[src/rtl/uart_block_tx_sched_if.sv]
// Handshake bundle between the two block requesters, the byte scheduler and the UART transmitter.
interface uart_block_tx_sched_if;
  logic         req0;
  logic [127:0] data0;
  logic         ack0;
  logic         req1;
  logic [127:0] data1;
  logic         ack1;
  logic         flush;
  logic         tx_valid;
  logic [7:0]   tx_data;
  logic         tx_ready;
  logic         busy;
  logic         owner;
  logic         done;

  modport master (
    output req0, data0, req1, data1, flush, tx_ready,
    input  ack0, ack1, tx_valid, tx_data, busy, owner, done
  );

  modport slave (
    input  req0, data0, req1, data1, flush, tx_ready,
    output ack0, ack1, tx_valid, tx_data, busy, owner, done
  );
endinterface

[src/rtl/uart_block_tx_sched.sv]
// Round-robin scheduler of two 128-bit result blocks onto the UART byte channel,
// optional source header byte, MSB byte first, all outputs registered.
module uart_block_tx_sched #(
  parameter int BLOCK_BYTES = 16,
  parameter int HDR_EN      = 1
) (
  input  logic                  clk,
  input  logic                  reset,
  uart_block_tx_sched_if.slave  bus
);

  typedef enum logic [1:0] {
    IDLE = 2'd0,
    HDR  = 2'd1,
    SEND = 2'd2
  } state_t;

  localparam logic [4:0] LAST_IDX = 5'(BLOCK_BYTES - 1);
  localparam bit         USE_HDR  = (HDR_EN != 0);

  state_t         state_r, state_s;
  logic [127:0]   shift_r, shift_s;
  logic [4:0]     count_r, count_s;
  logic           last_grant_r, last_grant_s;
  logic           owner_r, owner_s;
  logic           busy_r, busy_s;
  logic           tx_valid_r, tx_valid_s;
  logic [7:0]     tx_data_r, tx_data_s;
  logic           ack0_r, ack0_s;
  logic           ack1_r, ack1_s;
  logic           done_r, done_s;

  logic           any_req_s;
  logic           src_s;
  logic [127:0]   grant_data_s;
  logic           xfer_s;
  logic           last_byte_s;

  // Arbitration and transfer qualifiers
  always_comb begin
    any_req_s = bus.req0 | bus.req1;
    if (bus.req0 && bus.req1) begin
      src_s = ~last_grant_r;
    end else if (bus.req1) begin
      src_s = 1'b1;
    end else begin
      src_s = 1'b0;
    end
    grant_data_s = src_s ? bus.data1 : bus.data0;
    xfer_s       = tx_valid_r & bus.tx_ready;
    last_byte_s  = (count_r == LAST_IDX);
  end

  // Next-state and next registered-output logic
  always_comb begin
    state_s      = state_r;
    shift_s      = shift_r;
    count_s      = count_r;
    last_grant_s = last_grant_r;
    owner_s      = owner_r;
    busy_s       = busy_r;
    tx_valid_s   = tx_valid_r;
    tx_data_s    = tx_data_r;
    ack0_s       = 1'b0;
    ack1_s       = 1'b0;
    done_s       = 1'b0;

    if (bus.flush) begin
      // A byte accepted on this edge is already gone; the rest of the block is dropped.
      state_s    = IDLE;
      tx_valid_s = 1'b0;
      busy_s     = 1'b0;
    end else begin
      case (state_r)
        IDLE: begin
          if (any_req_s) begin
            shift_s      = grant_data_s;
            owner_s      = src_s;
            last_grant_s = src_s;
            ack0_s       = ~src_s;
            ack1_s       = src_s;
            busy_s       = 1'b1;
            count_s      = 5'd0;
            tx_valid_s   = 1'b1;
            if (USE_HDR) begin
              state_s   = HDR;
              tx_data_s = 8'hA0 | {7'd0, src_s};
            end else begin
              state_s   = SEND;
              tx_data_s = grant_data_s[127:120];
            end
          end else begin
            state_s = IDLE;
          end
        end
        HDR: begin
          if (xfer_s) begin
            state_s   = SEND;
            tx_data_s = shift_r[127:120];
          end else begin
            state_s = HDR;
          end
        end
        SEND: begin
          if (xfer_s) begin
            shift_s = {shift_r[119:0], 8'h00};
            count_s = count_r + 5'd1;
            if (last_byte_s) begin
              state_s    = IDLE;
              tx_valid_s = 1'b0;
              busy_s     = 1'b0;
              done_s     = 1'b1;
            end else begin
              state_s   = SEND;
              tx_data_s = shift_r[119:112];
            end
          end else begin
            state_s = SEND;
          end
        end
        default: begin
          state_s    = IDLE;
          tx_valid_s = 1'b0;
          busy_s     = 1'b0;
        end
      endcase
    end
  end

  // State register and registered outputs
  always_ff @(posedge clk or posedge reset) begin
    if (reset) begin
      state_r      <= IDLE;
      shift_r      <= 128'd0;
      count_r      <= 5'd0;
      last_grant_r <= 1'b1;
      owner_r      <= 1'b0;
      busy_r       <= 1'b0;
      tx_valid_r   <= 1'b0;
      tx_data_r    <= 8'h00;
      ack0_r       <= 1'b0;
      ack1_r       <= 1'b0;
      done_r       <= 1'b0;
    end else begin
      state_r      <= state_s;
      shift_r      <= shift_s;
      count_r      <= count_s;
      last_grant_r <= last_grant_s;
      owner_r      <= owner_s;
      busy_r       <= busy_s;
      tx_valid_r   <= tx_valid_s;
      tx_data_r    <= tx_data_s;
      ack0_r       <= ack0_s;
      ack1_r       <= ack1_s;
      done_r       <= done_s;
    end
  end

  assign bus.ack0     = ack0_r;
  assign bus.ack1     = ack1_r;
  assign bus.tx_valid = tx_valid_r;
  assign bus.tx_data  = tx_data_r;
  assign bus.busy     = busy_r;
  assign bus.owner    = owner_r;
  assign bus.done     = done_r;

  uart_block_tx_sched_chk u_chk (
    .clk      (clk),
    .reset    (reset),
    .ack0     (ack0_r),
    .ack1     (ack1_r),
    .busy     (busy_r),
    .done     (done_r),
    .tx_valid (tx_valid_r),
    .tx_data  (tx_data_r),
    .tx_ready (bus.tx_ready),
    .flush    (bus.flush)
  );

endmodule

// Protocol invariants of the scheduler outputs; no logic, observation only.
module uart_block_tx_sched_chk (
  input logic       clk,
  input logic       reset,
  input logic       ack0,
  input logic       ack1,
  input logic       busy,
  input logic       done,
  input logic       tx_valid,
  input logic [7:0] tx_data,
  input logic       tx_ready,
  input logic       flush
);

  a_single_ack: assert property (@(posedge clk) disable iff (reset) !(ack0 && ack1));

  a_done_idle: assert property (@(posedge clk) disable iff (reset) done |-> !busy && !tx_valid);

  a_hold: assert property (@(posedge clk) disable iff (reset)
    (tx_valid && !tx_ready && !flush) |=> (tx_valid && $stable(tx_data)));

endmodule
[src/flat_wrapper.sv]
// flat-port wrapper written by rule: the top's interface ports become plain ports
module uart_block_tx_sched_flat 
#(
  parameter int BLOCK_BYTES = 16,
  parameter int HDR_EN      = 1
)
  (clk, reset, bus_req0, bus_data0, bus_req1, bus_data1, bus_flush, bus_tx_ready, bus_ack0, bus_ack1, bus_tx_valid, bus_tx_data, bus_busy, bus_owner, bus_done);
  uart_block_tx_sched_if bus_i ();
  input  logic clk;
  input  logic reset;
  input wire logic [$bits(bus_i.req0)-1:0] bus_req0;
  input wire logic [$bits(bus_i.data0)-1:0] bus_data0;
  input wire logic [$bits(bus_i.req1)-1:0] bus_req1;
  input wire logic [$bits(bus_i.data1)-1:0] bus_data1;
  input wire logic [$bits(bus_i.flush)-1:0] bus_flush;
  input wire logic [$bits(bus_i.tx_ready)-1:0] bus_tx_ready;
  output wire logic [$bits(bus_i.ack0)-1:0] bus_ack0;
  output wire logic [$bits(bus_i.ack1)-1:0] bus_ack1;
  output wire logic [$bits(bus_i.tx_valid)-1:0] bus_tx_valid;
  output wire logic [$bits(bus_i.tx_data)-1:0] bus_tx_data;
  output wire logic [$bits(bus_i.busy)-1:0] bus_busy;
  output wire logic [$bits(bus_i.owner)-1:0] bus_owner;
  output wire logic [$bits(bus_i.done)-1:0] bus_done;
  assign bus_i.req0 = bus_req0;
  assign bus_i.data0 = bus_data0;
  assign bus_i.req1 = bus_req1;
  assign bus_i.data1 = bus_data1;
  assign bus_i.flush = bus_flush;
  assign bus_i.tx_ready = bus_tx_ready;
  assign bus_ack0 = bus_i.ack0;
  assign bus_ack1 = bus_i.ack1;
  assign bus_tx_valid = bus_i.tx_valid;
  assign bus_tx_data = bus_i.tx_data;
  assign bus_busy = bus_i.busy;
  assign bus_owner = bus_i.owner;
  assign bus_done = bus_i.done;
  uart_block_tx_sched #(.BLOCK_BYTES(BLOCK_BYTES), .HDR_EN(HDR_EN)) u_core (.clk(clk), .reset(reset), .bus(bus_i));
endmodule
[config.mk]
export PLATFORM = sky130hd
export DESIGN_NAME = uart_block_tx_sched_flat
export DESIGN_NICKNAME = d
export VERILOG_FILES = /design/src/rtl/uart_block_tx_sched_if.sv /design/src/rtl/uart_block_tx_sched.sv /design/src/flat_wrapper.sv
export SDC_FILE = /design/constraint.sdc
export NUM_CORES = 1
export LEC_CHECK = 0
export BUFFER_PORTS_ARGS = -buffer_cell sky130_fd_sc_hd__buf_2
export CORE_ASPECT_RATIO = 1.2
export CORE_MARGIN = 1
export CORE_UTILIZATION = 54
export DETAILED_ROUTE_END_ITERATION = 16
export GPL_ROUTABILITY_DRIVEN = 1
export PLACE_DENSITY = 0.87
export SLEW_MARGIN = 20
export SYNTH_ARGS = -nofsm -noshare
export SYNTH_HDL_FRONTEND = slang
export SYNTH_SLANG_ARGS = --single-unit
[constraint.sdc]
create_clock -name clk -period 13.8 [get_ports clk]
set_clock_uncertainty 0.05 [all_clocks]
set_input_delay 1.38 -clock clk [delete_from_list [all_inputs] [get_ports clk]]
set_output_delay 1.38 -clock clk [all_outputs]
set_load 0.02 [all_outputs]
Word-level counts from Yosys, hierarchy flattened:

Cells that the tools add are included.

* equality and inequality tests: 11
* $add $sub $neg: 1
* muxes and demuxes: 35
* reductions and logical operators: 8
* bitwise logic cells: 5

Operators with widths (number)
* two-way mux 128 bit: 3
* case mux 128 bit (2 select lines): 1
* two-way mux 8 bit: 4
* case mux 8 bit (3 select lines): 1
* two-way mux 1 bit: 17
* two-way mux 5 bit: 2
* case mux 5 bit (2 select lines): 1
* != test 3 x 2 -> 1 bit, second input constant: 3
* two-way mux 2 bit: 4
* AND reduction 4 bit: 2
* != test 2 x 1 -> 1 bit, second input constant: 3
* case mux 2 bit (3 select lines): 1
* AND reduction 6 bit: 1
* adder 5 x 1 -> 5 bit, second input constant: 1
* == test 5 x 4 -> 1 bit, second input constant: 1
* != test 2 bit, second input constant: 2
* inverter 1 bit: 3
* case mux 1 bit (3 select lines): 1
* AND reduction 3 bit: 1
* nonzero test 3 bit: 1
* == test 2 x 1 -> 1 bit, second input constant: 1
* == test 2 bit, second input constant: 1
* logical NOT 2 bit: 1
* nonzero test 2 bit: 1
* other kinds (3): 3

* bits in registers: 149

Depth between registers and ports, before layout:

* depth after elaboration: 6
* depth in mapped cells: 9
* mapped depth without buffers: 6

Least setup slack after synthesis:

OpenSTA, ideal clock, no wires.

* path kind: input -> register
* start point: input bus_flush
* end point: register u_core.shift_r[108]
* stages on the path: 5
* path buffers: 3
* library setup time: 137 ps
* arrival time: 2405 ps
* setup slack: 11208 ps
* data required time: 13613 ps
* cells stage by stage: clkbuf_1 nor3_1 buf_2 clkbuf_1 a21oi_1

* cells in the longest elaborated chain, start to end: 2

RTL lines
* from (decl): RTL line flat_wrapper.sv:15 `input wire logic [$bits(bus_i.flush)-1:0] bus_flush;`
* inverter 1 bit (no source line)
* AND reduction 4 bit (no source line)
* to (signal assigned): RTL line uart_block_tx_sched.sv:146 `shift_r <= shift_s;`
* to (decl): RTL line uart_block_tx_sched.sv:22 `logic [127:0] shift_r, shift_s;`

No other way between the ends.
A chain may end at the register's enable or synchronous reset.

Worst setup path in the final report:

* start point: input bus_req1
* end point: register u_core.shift_r[97]

* cells in the longest elaborated chain, start to end: 5
* elaborated cells on any way between the ends: 9
* those cells by class: eq/ne: 1; mux: 5; bitwise: 1; reduce/logical: 2

RTL lines
* from (decl): RTL line flat_wrapper.sv:13 `input wire logic [$bits(bus_i.req1)-1:0] bus_req1;`
* two-way mux 1 bit / logical AND 1 bit (equally long branches): RTL line uart_block_tx_sched.sv:44, uart_block_tx_sched.sv:42
* two-way mux 1 bit: RTL line uart_block_tx_sched.sv:42 `if (bus.req0 && bus.req1) begin`
* two-way mux 128 bit: RTL line uart_block_tx_sched.sv:49 `grant_data_s = src_s ? bus.data1 : bus.data0;`
* two-way mux 128 bit: RTL line uart_block_tx_sched.sv:76 `if (any_req_s) begin`
* case mux 128 bit (2 select lines): RTL line uart_block_tx_sched.sv:74 `case (state_r)`

Parallel ways exist; a longest one is shown, timed or not. The select of a mux whose other input is x is not followed.

==> results.txt <==
largest net degree at the start of global routing = 104
Post-Syn Area per Cell = 10.66 sq um
Slew Limit Fails = 0
ANT cells = 0
Worst setup EP type = register
synthesized flop and latch total = 149
grt met3 use = 6.300%
fin cells = 1120
initial antenna violation count = 1
Worst Path Max Fanout = 48
post-cts sizing count = 0
gr busiest metal = met2
hold slack = 432.2 ps
hold_buf cts = 0
clock sinks = 149
Die ar. = 14340 sq um
TritonCTS clock tree = built
crit-path leading delay family = buffers and inverters
# port buffers = 275
Tcrit/Tclk final = 29.31%
nature of the critical path startpoint = input pin
routability cong. = 0.8669
Initial Utilization = 56.05%
sequential area share after synthesis = 49.83%
Fin Setup TNS = 0 ps
worst hold path type = register to register
met1 Use GR = 36.36%
row cnt = 46
MaxCap Viol Count = 0
IO Count = 276
Slew @ Worst Pin = 1104 ps
vias post-DR = 6773
clk root buf = clkbuf_16
Worst-path clk slew = 60 ps
Pre-antenna DRT Iters = 5
Post-Syn Area = 7485 sq um
routed wire length = 21.40 mm
detailed placement HPWL = 14.74 mm
DR iter-0 viols = 512
Final setup viols = 0
Tmin final = 4045 ps
syn nets = 970
most frequent cells in the layout = 275 x buf_2, 148 x dfrtp_1, 119 x mux2i_1
Remaining Overflow, GRT = 0
first-pass GRT wire length = 32.30 mm
CP max stage cell = buf_4
P&R area growth vs syn = 25.58%
commonest non-fill, non-tap cell in the layout = buf_2
critical path class = input pin to register
# nets final = 1207
clock buffer depth = 2
H-tree depth = 4
DRC viols = 0
mean number of vias per cell = 6.047
largest stage delay on the critical path = 740 ps
RSZ-0062 raised after global routing = false
Die Width = 109.5 microns
clock latency on the worst-skew pair = 410 ps
WL/cell = 19.11 microns
Netlist cell types = 40
worst slack at placement = 9330 ps
share of cells above drive strength 1 = 36.24%
placed cells = 1088
Async S/R FF share, synth = 100.0%
cell-by-cell trace of the critical path = buf_2, a21bo_4, buf_4, buf_4, mux2_2, mux2i_1, o21ai_0
cell repeated most along the worst path = buf_4
buffers and inverters on the worst path = 3
Post-synth top flop = dfrtp_1
Arr. time, crit path = 4250 ps
gr usage total = 29.90%
Finished Cell Area = 9399 sq um
number of synthesis warnings = 0
final hold violations = 0
Inserted Clock Buffers = 17
Cells after Synth = 702
P per Cell Area = 146.2 nW/um^2
WP data required = 14010 ps
Setup Fix Bufs, Post-CTS = 0
Antenna Nets Post-Route = 0
core footprint = 13350 sq um
EDFF count, synth = 0
Slew headroom = 26.42%
placed cell area = 8837 sq um
outcome = completed
Worst Setup Slack, final = 9756 ps
met2 usage = 51.76%
Pleak = 4.542 nW
f_max = 247.2 MHz
worst vdd ir = 82.62 uV
Die H = 131.0 microns
vias in the first global route = 6510
Fillers = 1010
## cells in the mapped netlist (2+ instances only)
library cell  count  area share (%)
dfrtp_1         148              49
mux2i_1         119              16
a21oi_1         113             7.6
o22ai_1         102             8.5
nand2_1          48             2.4
buf_2            27             1.8
mux2_2           19             2.9
clkbuf_1         18            0.90
o21ai_0          14            0.94
buf_4            13             1.3
a221o_1           9             1.2
a22oi_1           8            0.80
o31ai_1           8            0.80
ha_1              6             1.0
nor2b_1           6            0.50
buf_1             5            0.25
inv_1             5            0.25
nor2_1            5            0.25
a211oi_1          4            0.40
nand3_1           3            0.20
nor3_1            2            0.13
or3_1             2            0.17
## worst paths after layout
kind,start,end,slack (ps),depth (start not counted)
worst min register to register,u_core.shift_r[0],u_core.shift_r[0],430,2
max in group asynchronous,reset,u_core.bus.owner,11370,3
worst max register to register,u_core.state_r[0],u_core.shift_r[107],10340,7
min in group asynchronous,reset,u_core.shift_r[26],1100,2
worst min-delay path,u_core.shift_r[0],u_core.shift_r[0],430,2
worst max-delay path,bus_req1,u_core.shift_r[97],9760,7
## worst register-to-register path, cell delays in order, from the launching register on
cell and delay [ps]:
dfrtp_1 400, inv_1 90, ha_2 810, nand3_2 340, a221oi_4 350, buf_4 830, o22ai_1 270, a31oi_1 240
## layer usage
metal	up-vias	routed length, microns
li1	3143	-
met3	44	1595
met1	3246	8131
met5	-	0
met2	340	11110
met4	0	566
## power breakdown
group,total [mW],switching (mW),internal [mW]
Sequential,0.618,0.0752,0.543
Clock,0.438,0.182,0.256
Combinational,0.318,0.166,0.152
## registers in the layout, summed over array words and instances, names as in the netlist
register             count
u_core.bus.tx_data       8
u_core.bus.busy          1
u_core.last_grant_r      1
u_core.bus.owner         1
u_core.bus.ack1          1
u_core.bus.ack0          1
u_core.shift_r         128
u_core.state_r           2
u_core.count_r           5
u_core.bus.done          1
## cell type report
| type | count | area, sq um | area share (%) |
|---|---|---|---|
| inverter | 5 | 23.77 | 0.2529 |
| multi-input combinational | 485 | 3452 | 36.73 |
| tap | 168 | 210.2 | 2.236 |
| clock buffer | 19 | 452.9 | 4.819 |
| timing repair buffer | 281 | 1421 | 15.12 |
| sequential | 149 | 3730 | 39.68 |
| clock inverter | 13 | 108.9 | 1.158 |
## per-stage QoR
step	total power [mW]	util (%)
after CTS	1.375	70.39
after global routing	1.435	70.39
final	1.374	70.39
after detailed placement	0.9371	66.18
after global placement	0.9201	66.18
after floorplan	0.8237	-
## cells by family after synthesis
| group | count (synthesis) | share of synthesized area [%] |
|---|---|---|
| AOI/OAI and AO/OA | 268 | 21.43 |
| adders and majority gates | 6 | 1.003 |
| buffers and inverters | 68 | 4.513 |
| DFF | 149 | 49.83 |
| muxes | 138 | 18.77 |
| and+or+nand+nor | 73 | 4.447 |
Note: power is estimated with default switching activity, not from simulation.
